[src/rtl/rc4_ksa_if.sv]
// Start handshake and S-memory port bundle for the RC4 key-schedule engine.
// slave is the KSA engine's view; master is the controller plus memory side.
interface rc4_ksa_if;
  logic        en;
  logic        rdy;
  logic [23:0] key;
  logic [7:0]  addr;
  logic [7:0]  rddata;
  logic [7:0]  wrdata;
  logic        wren;

  modport slave (
    input  en,
    input  key,
    input  rddata,
    output rdy,
    output addr,
    output wrdata,
    output wren
  );

  modport master (
    output en,
    output key,
    output rddata,
    input  rdy,
    input  addr,
    input  wrdata,
    input  wren
  );
endinterface

[src/rtl/rc4_ksa.sv]
// RC4 key-scheduling engine (24-bit key) driving an external 256x8 S-memory with 1-cycle read latency.
// Define RC4_KSA_INIT_EN to add an INIT pass that writes the identity permutation before scheduling.
module rc4_ksa (
  input  logic       clk,
  input  logic       rst_n,
  rc4_ksa_if.slave   bus
);

  localparam logic [2:0] IDLE    = 3'd0;
  localparam logic [2:0] READ_I  = 3'd1;
  localparam logic [2:0] CAPT_I  = 3'd2;
  localparam logic [2:0] CAPT_J  = 3'd3;
  localparam logic [2:0] WRITE_J = 3'd4;
`ifdef RC4_KSA_INIT_EN
  localparam logic [2:0] INIT    = 3'd5;
`endif

  logic [2:0]  state_q, state_d;
  logic [7:0]  i_q, i_d;
  logic [7:0]  j_q, j_d;
  logic [7:0]  si_q, si_d;
  logic [23:0] key_q, key_d;
  logic [1:0]  k_q, k_d;

  logic [7:0]  kb;
  logic [7:0]  j_sum;

  // k_q tracks i mod 3 so no divider is needed to pick the key byte
  always_comb begin
    kb = key_q[7:0];
    if (k_q == 2'd0) begin
      kb = key_q[23:16];
    end else if (k_q == 2'd1) begin
      kb = key_q[15:8];
    end
    j_sum = j_q + bus.rddata + kb;
  end

  always_comb begin
    state_d    = state_q;
    i_d        = i_q;
    j_d        = j_q;
    si_d       = si_q;
    key_d      = key_q;
    k_d        = k_q;
    bus.rdy    = 1'b0;
    bus.wren   = 1'b0;
    bus.addr   = 8'd0;
    bus.wrdata = 8'd0;

    case (state_q)
      IDLE: begin
        bus.rdy = 1'b1;
        if (bus.en) begin
          key_d = bus.key;
          i_d   = 8'd0;
          j_d   = 8'd0;
          k_d   = 2'd0;
`ifdef RC4_KSA_INIT_EN
          state_d = INIT;
`else
          state_d = READ_I;
`endif
        end
      end

`ifdef RC4_KSA_INIT_EN
      INIT: begin
        bus.addr   = i_q;
        bus.wrdata = i_q;
        bus.wren   = 1'b1;
        if (i_q == 8'd255) begin
          i_d     = 8'd0;
          j_d     = 8'd0;
          state_d = READ_I;
        end else begin
          i_d = i_q + 8'd1;
        end
      end
`endif

      READ_I: begin
        bus.addr = i_q;
        state_d  = CAPT_I;
      end

      // S[i] arrives now; the new j is used immediately as the read address of S[j]
      CAPT_I: begin
        si_d     = bus.rddata;
        j_d      = j_sum;
        bus.addr = j_sum;
        state_d  = CAPT_J;
      end

      CAPT_J: begin
        bus.addr   = i_q;
        bus.wrdata = bus.rddata;
        bus.wren   = 1'b1;
        state_d    = WRITE_J;
      end

      // when i==j both writes carry the original S[i], so the entry is unchanged
      WRITE_J: begin
        bus.addr   = j_q;
        bus.wrdata = si_q;
        bus.wren   = 1'b1;
        if (i_q == 8'd255) begin
          state_d = IDLE;
        end else begin
          i_d     = i_q + 8'd1;
          k_d     = (k_q == 2'd2) ? 2'd0 : k_q + 2'd1;
          state_d = READ_I;
        end
      end

      default: begin
        state_d = IDLE;
      end
    endcase
  end

  always_ff @(posedge clk or negedge rst_n) begin
    if (!rst_n) begin
      state_q <= IDLE;
      i_q     <= 8'd0;
      j_q     <= 8'd0;
      si_q    <= 8'd0;
      key_q   <= 24'd0;
      k_q     <= 2'd0;
    end else begin
      state_q <= state_d;
      i_q     <= i_d;
      j_q     <= j_d;
      si_q    <= si_d;
      key_q   <= key_d;
      k_q     <= k_d;
    end
  end

endmodule

[src/flat_wrapper.sv]
// flat-port wrapper written by rule: the top's interface ports become plain ports
module rc4_ksa_flat 
  (clk, rst_n, bus_en, bus_key, bus_rddata, bus_rdy, bus_addr, bus_wrdata, bus_wren);
  rc4_ksa_if bus_i ();
  input  logic clk;
  input  logic rst_n;
  input wire logic [$bits(bus_i.en)-1:0] bus_en;
  input wire logic [$bits(bus_i.key)-1:0] bus_key;
  input wire logic [$bits(bus_i.rddata)-1:0] bus_rddata;
  output wire logic [$bits(bus_i.rdy)-1:0] bus_rdy;
  output wire logic [$bits(bus_i.addr)-1:0] bus_addr;
  output wire logic [$bits(bus_i.wrdata)-1:0] bus_wrdata;
  output wire logic [$bits(bus_i.wren)-1:0] bus_wren;
  assign bus_i.en = bus_en;
  assign bus_i.key = bus_key;
  assign bus_i.rddata = bus_rddata;
  assign bus_rdy = bus_i.rdy;
  assign bus_addr = bus_i.addr;
  assign bus_wrdata = bus_i.wrdata;
  assign bus_wren = bus_i.wren;
  rc4_ksa u_core (.clk(clk), .rst_n(rst_n), .bus(bus_i));
endmodule
[config.mk]
export PLATFORM = sky130hd
export DESIGN_NAME = rc4_ksa_flat
export DESIGN_NICKNAME = d
export VERILOG_FILES = /design/src/rtl/rc4_ksa_if.sv /design/src/rtl/rc4_ksa.sv /design/src/flat_wrapper.sv
export SDC_FILE = /design/constraint.sdc
export NUM_CORES = 1
export LEC_CHECK = 0
export CORE_MARGIN = 2
export CORE_UTILIZATION = 46
export CTS_CLUSTER_SIZE = 28
export DETAILED_ROUTE_END_ITERATION = 10
export GPL_ROUTABILITY_DRIVEN = 0
export HOLD_SLACK_MARGIN = 0.03
export PLACE_DENSITY = 0.8
export SYNTH_ARGS = -nofsm -noshare
export SYNTH_HDL_FRONTEND = slang
export SYNTH_SLANG_ARGS = --single-unit
[constraint.sdc]
create_clock -name clk -period 9.4 [get_ports clk]
set_clock_uncertainty 0.05 [all_clocks]
set_input_delay 2.82 -clock clk [delete_from_list [all_inputs] [get_ports clk]]
set_output_delay 2.82 -clock clk [all_outputs]
set_load 0.05 [all_outputs]
* After elaboration in Yosys (flattened, before gate mapping) *
Cells that the tools add are included.

operators by class
  equal/unequal tests = 9
  reduce and logical (&&, ||, !) cells = 9
  add/subtract/negate cells = 4
  mux-type cells = 17

operator list
  kind                   count
  $pmux W8 S2            3
  $mux W8                4
  $pmux W8 S3            1
  $add A8 B8 Y8          2
  $pmux W3 S5            1
  $add A8 B1 Y8 const B  1
  $eq A8 B8 Y1 const B   1
  $eq A3 B2 Y1 const B   2
  $mux W2                3
  $ne A2 B2 Y1 const B   2
  $pmux W2 S2            1
  $reduce_and A2 Y1      2
  $reduce_bool A2 Y1     2
  $reduce_or A2 Y1       2
  $eq A3 B1 Y1 const B   1
  $eq A3 B3 Y1 const B   1
  $logic_not A3 Y1       1
  $mux W1                3
  $mux W3                1
  $reduce_and A3 Y1      1
  $add A2 B1 Y2 const B  1
  $eq A2 B1 Y1 const B   1
  $eq A2 B2 Y1 const B   1
  $logic_not A2 Y1       1

word-level totals
  output and inout port bits = 18
  register bits = 53
  input port bits = 35
  logic and storage cells = 45

* Longest topological paths before layout *
  depth in word-level cells = 5
  gate-level depth with buffers = 15
  gate-level depth less buffers = 14

* Worst setup path after synthesis *
No wires, ideal clock.

  path type = input to output
  start point = in bus_rddata[1]
  end point = out bus_addr[7]
  setup slack = 0.932 ns
  data required time = 6.530 ns
  arrival = 5.598 ns
  buffers on the path = 0
  cell stages on the path = 12
  cells stage by stage = inv_1 > fa_1 > inv_1 > ha_1 > inv_1 > fa_1 > nor2b_1 > nor3_1 > o21bai_1 > a21oi_1 > xnor2_1 > o21ai_0

between the ends
  cells in the longest elaborated chain, start to end = 3

ends and longest elaborated chain
  element                     line                RTL
  from (decl)                 flat_wrapper.sv:9   input wire logic [$bits(bus_i.rddata)-1:0] bus_rddata;
  $add A8 B8 Y8 (2 in a row)  rc4_ksa.sv:36       j_sum = j_q + bus.rddata + kb;
  $pmux W8 S3                 rc4_ksa.sv:51       case (state_q)
  to (decl)                   flat_wrapper.sv:11  output wire logic [$bits(bus_i.addr)-1:0] bus_addr;

No other way between the ends.

* Worst setup path in the final report *
  start point = in bus_rddata[1]
  end point = out bus_addr[5]

The elaborated chain is that of the path after synthesis.

==> impl_metrics.py <==
metrics = {
    "cells_and_area": {
        "multi_input_area_um2": 1475,
        "num_antenna_cells": 0,
        "drive_gt1_share_pct": 4.615,
        "seqCellArea_um2": 1326,
        "finish.net_count": 439,
        "fillerInstances": 565,
        "area_growth_pct": 21.07,
    },
    "worst_setup_path": {
        "worstSetupStartpointType": "primary input",
        "cp-end-kind": "output port",
        "crit_arrival_ns": 6.16,
        "path_max_fanout": 2,
        "path_class": "primary input to output port",
        "worstPathRequired_ns": 6.53,
        "rrSetupSlack_ns": 5.97,
    },
    "global_route": {
        "grt_first_pass_wirelength_um": 11050,
        "antenna_found_initial": 0,
        "grt_max_degree": 54,
        "grt_pass1_vias": 2397,
        "gr-total-overflow": 0,
        "grtUsageTotal_pct": 19.37,
    },
    "status": {
        "outcome": "completed",
    },
    "drt": {
        "drt_pre_antenna_iters": 4,
        "num_vias": 2448,
        "via_per_inst": 5.242,
        "drcViolationCount": 0,
        "wire_per_inst_um": 14.25,
        "first_iter_violations": 177,
        "routed_wl_um": 6654,
        "ant_nets": 0,
    },
    "logic_synthesis": {
        "syn_nets": 397,
        "synth-seq-cells": 53,
        "synth_area_leaders": "dfrtp_1, nand2_1, fa_1",
        "ys_seq_area_share_pct": 44.15,
        "ys.flop_type": "dfrtp_1",
        "netlist_instances": 347,
        "yosysTopAreaCell": "dfrtp_1",
        "ys_warn_count": 0,
        "ys_types": 39,
        "synth.top_cell.area_share_pct": 44.15,
        "syn-cell-area_um2": 3004,
        "syn_avg_cell_area_um2": 8.657,
        "synth_edf_count": 0,
        "ys_async_sr_fraction_pct": 100.0,
    },
    "pwr": {
        "ir_drop_v": 0.0003060,
        "p_leak_nw": 1.717,
        "cellPowerDensity_nw_per_um2": 244.3,
    },
    "clock_network": {
        "ctsHoldBuffers": 0,
        "cts_setup_buffers": 0,
        "numCtsBuffers": 5,
        "cts.sinks": 53,
        "clockBufferDepth": 2,
        "cts_tree": "yes",
        "cts-htree-levels": 2,
        "ctsResizeCount": 0,
        "cts.reportedPaths.clkPinSlew_ns": 0.10,
        "cts-root-buf": "clkbuf_8",
        "clock_latency_ns": 0.32,
    },
    "place": {
        "dpl_worst_slack_ns": 0.4010,
        "dp_hpwl_um": 4740,
        "io_buffers": 52,
    },
    "timing": {
        "maxSlewViolCount": 0,
        "setup_tns_ns": 0,
        "setup_violations": 0,
        "post-route-period-util_pct": 96.05,
        "layout_min_cycle_time_ns": 9.028,
        "fmax_mhz": 110.8,
        "worst_pin_slew_ns": 1.048,
        "max_slew_margin_pct": 29.99,
        "fin_ws_ns": 0.3717,
        "hold_viol": 0,
        "rsz0062_at_grt": "no",
    },
    "die": {
        "chipHeight_um": 84.81,
        "start_util_pct": 47.31,
        "num_rows": 29,
        "dieArea_um2": 7193,
        "design.core.area_um2": 6350,
        "dieWidth_um": 84.81,
        "ios": 53,
    },
    "min_path": {
        "hold_path_class": "register to register",
    },
    "flow_run": {
        "maxCapViolations": 0,
    },
}
## worst max-delay path, stage by stage
cell	delay, ns
clkdlybuf4s50_1	0.49
inv_1	0.07
fa_1	0.47
inv_1	0.07
ha_1	0.16
inv_1	0.06
fa_1	0.40
nor2b_1	0.16
o21ai_0	0.11
a211oi_1	0.36
a221o_1	0.19
clkdlybuf4s50_1	0.80
## cell type report
cell class,instances,area share [%]
Clock buffer,6,2.270
Clock inverter,2,0.4472
Inverter,30,3.096
Multi-Input combinational cell,245,40.56
Sequential cell,53,36.46
Tap cell,77,2.649
Timing Repair Buffer,54,14.52
## stage by stage
| step | hold slack [ns] | util (%) | cells | area [um2] | power [W] |
|---|---|---|---|---|---|
| floorplan | 0.3950 | - | 347 | 3004 | 0.0006057 |
| global placement | 0.4073 | 55.72 | 459 | 3538 | 0.0007414 |
| detailed placement | 0.4158 | 55.72 | 459 | 3538 | 0.0007517 |
| CTS | 0.4409 | 57.28 | 467 | 3637 | 0.0008946 |
| global route | 0.4620 | 57.28 | 467 | 3637 | 0.0009421 |
| finish | 0.4333 | 57.28 | 467 | 3637 | 0.0008887 |
## kinds of logic after synthesis
family | share of synthesized area (%)
AO/OA/AOI/OAI | 14.37
XOR/XNOR | 2.915
adder cells (fa/ha/maj) | 8.246
buffers and inverters | 6.747
flip-flops | 44.15
multiplexers | 2.666
AND/OR/NAND/NOR | 20.91
## registers in the layout (all words and copies together) (netlist names)
register,cells
u_core.j_q,8
u_core.si_q,8
u_core.k_q,2
u_core.state_q,3
u_core.i_q,8
u_core.key_q,24
## where the power goes
group          internal, W  total, W  switching (W)
clock network    0.0000608  0.000142      0.0000808
registers         0.000250  0.000264      0.0000141
logic             0.000181  0.000483       0.000302
total             0.000492  0.000889       0.000397
## cells in the mapped netlist, drive strengths merged (5+ instances only)
master and n:
nor2 19, nand3 5, nand2 104, xnor2 6, o21ai 21, dfrtp 53, inv 30, mux2i 8
buf 10, ha 7, a22oi 6, fa 8, a21oi 11, clkbuf 9, o22ai 5, a22o 8
## path summary, 6_finish.rpt
kind / from / to / cells past startpoint
setup / recovery: bus_rddata[1] / bus_addr[5] / 12
hold / removal: u_core.key_q[8] / u_core.key_q[8] / 2
setup reg to reg: u_core.k_q[0] / u_core.j_q[7] / 14
min in group asynchronous: rst_n / u_core.i_q[1] / 2
hold reg to reg: u_core.key_q[8] / u_core.key_q[8] / 2
max in group asynchronous: rst_n / u_core.j_q[2] / 2
## placed cells by master, fill, tap and decap left out, drive strengths merged, types with 2 or more instances in the layout
cell type and n:
a22oi 6, ha 7, dfrtp 53, nor4 2
o21ai 21, clkbuf 6, mux2i 8, a211oi 2
a21o 3, inv 31, xnor2 6, nor3 2
a21oi 11, xor2 4, nand4 3, nor2b 4
fa 8, and2 4, o21bai 2, clkdlybuf4s50 50
nand2 104, o22ai 5, nand3 5, nor2 19
o31ai 4, a31oi 2, buf 4, a22o 8
## per-layer routing
metal  global-route usage (%)  vias to the layer above  wire length (um)
li1                         -                     1218                 -
met1                    25.58                     1129              3048
met2                    32.57                       92              3097
met3                    3.599                        9               428
met4                    6.205                        0                80
met5                        0                        -                 0
Note: power is estimated with default switching activity, not from simulation.
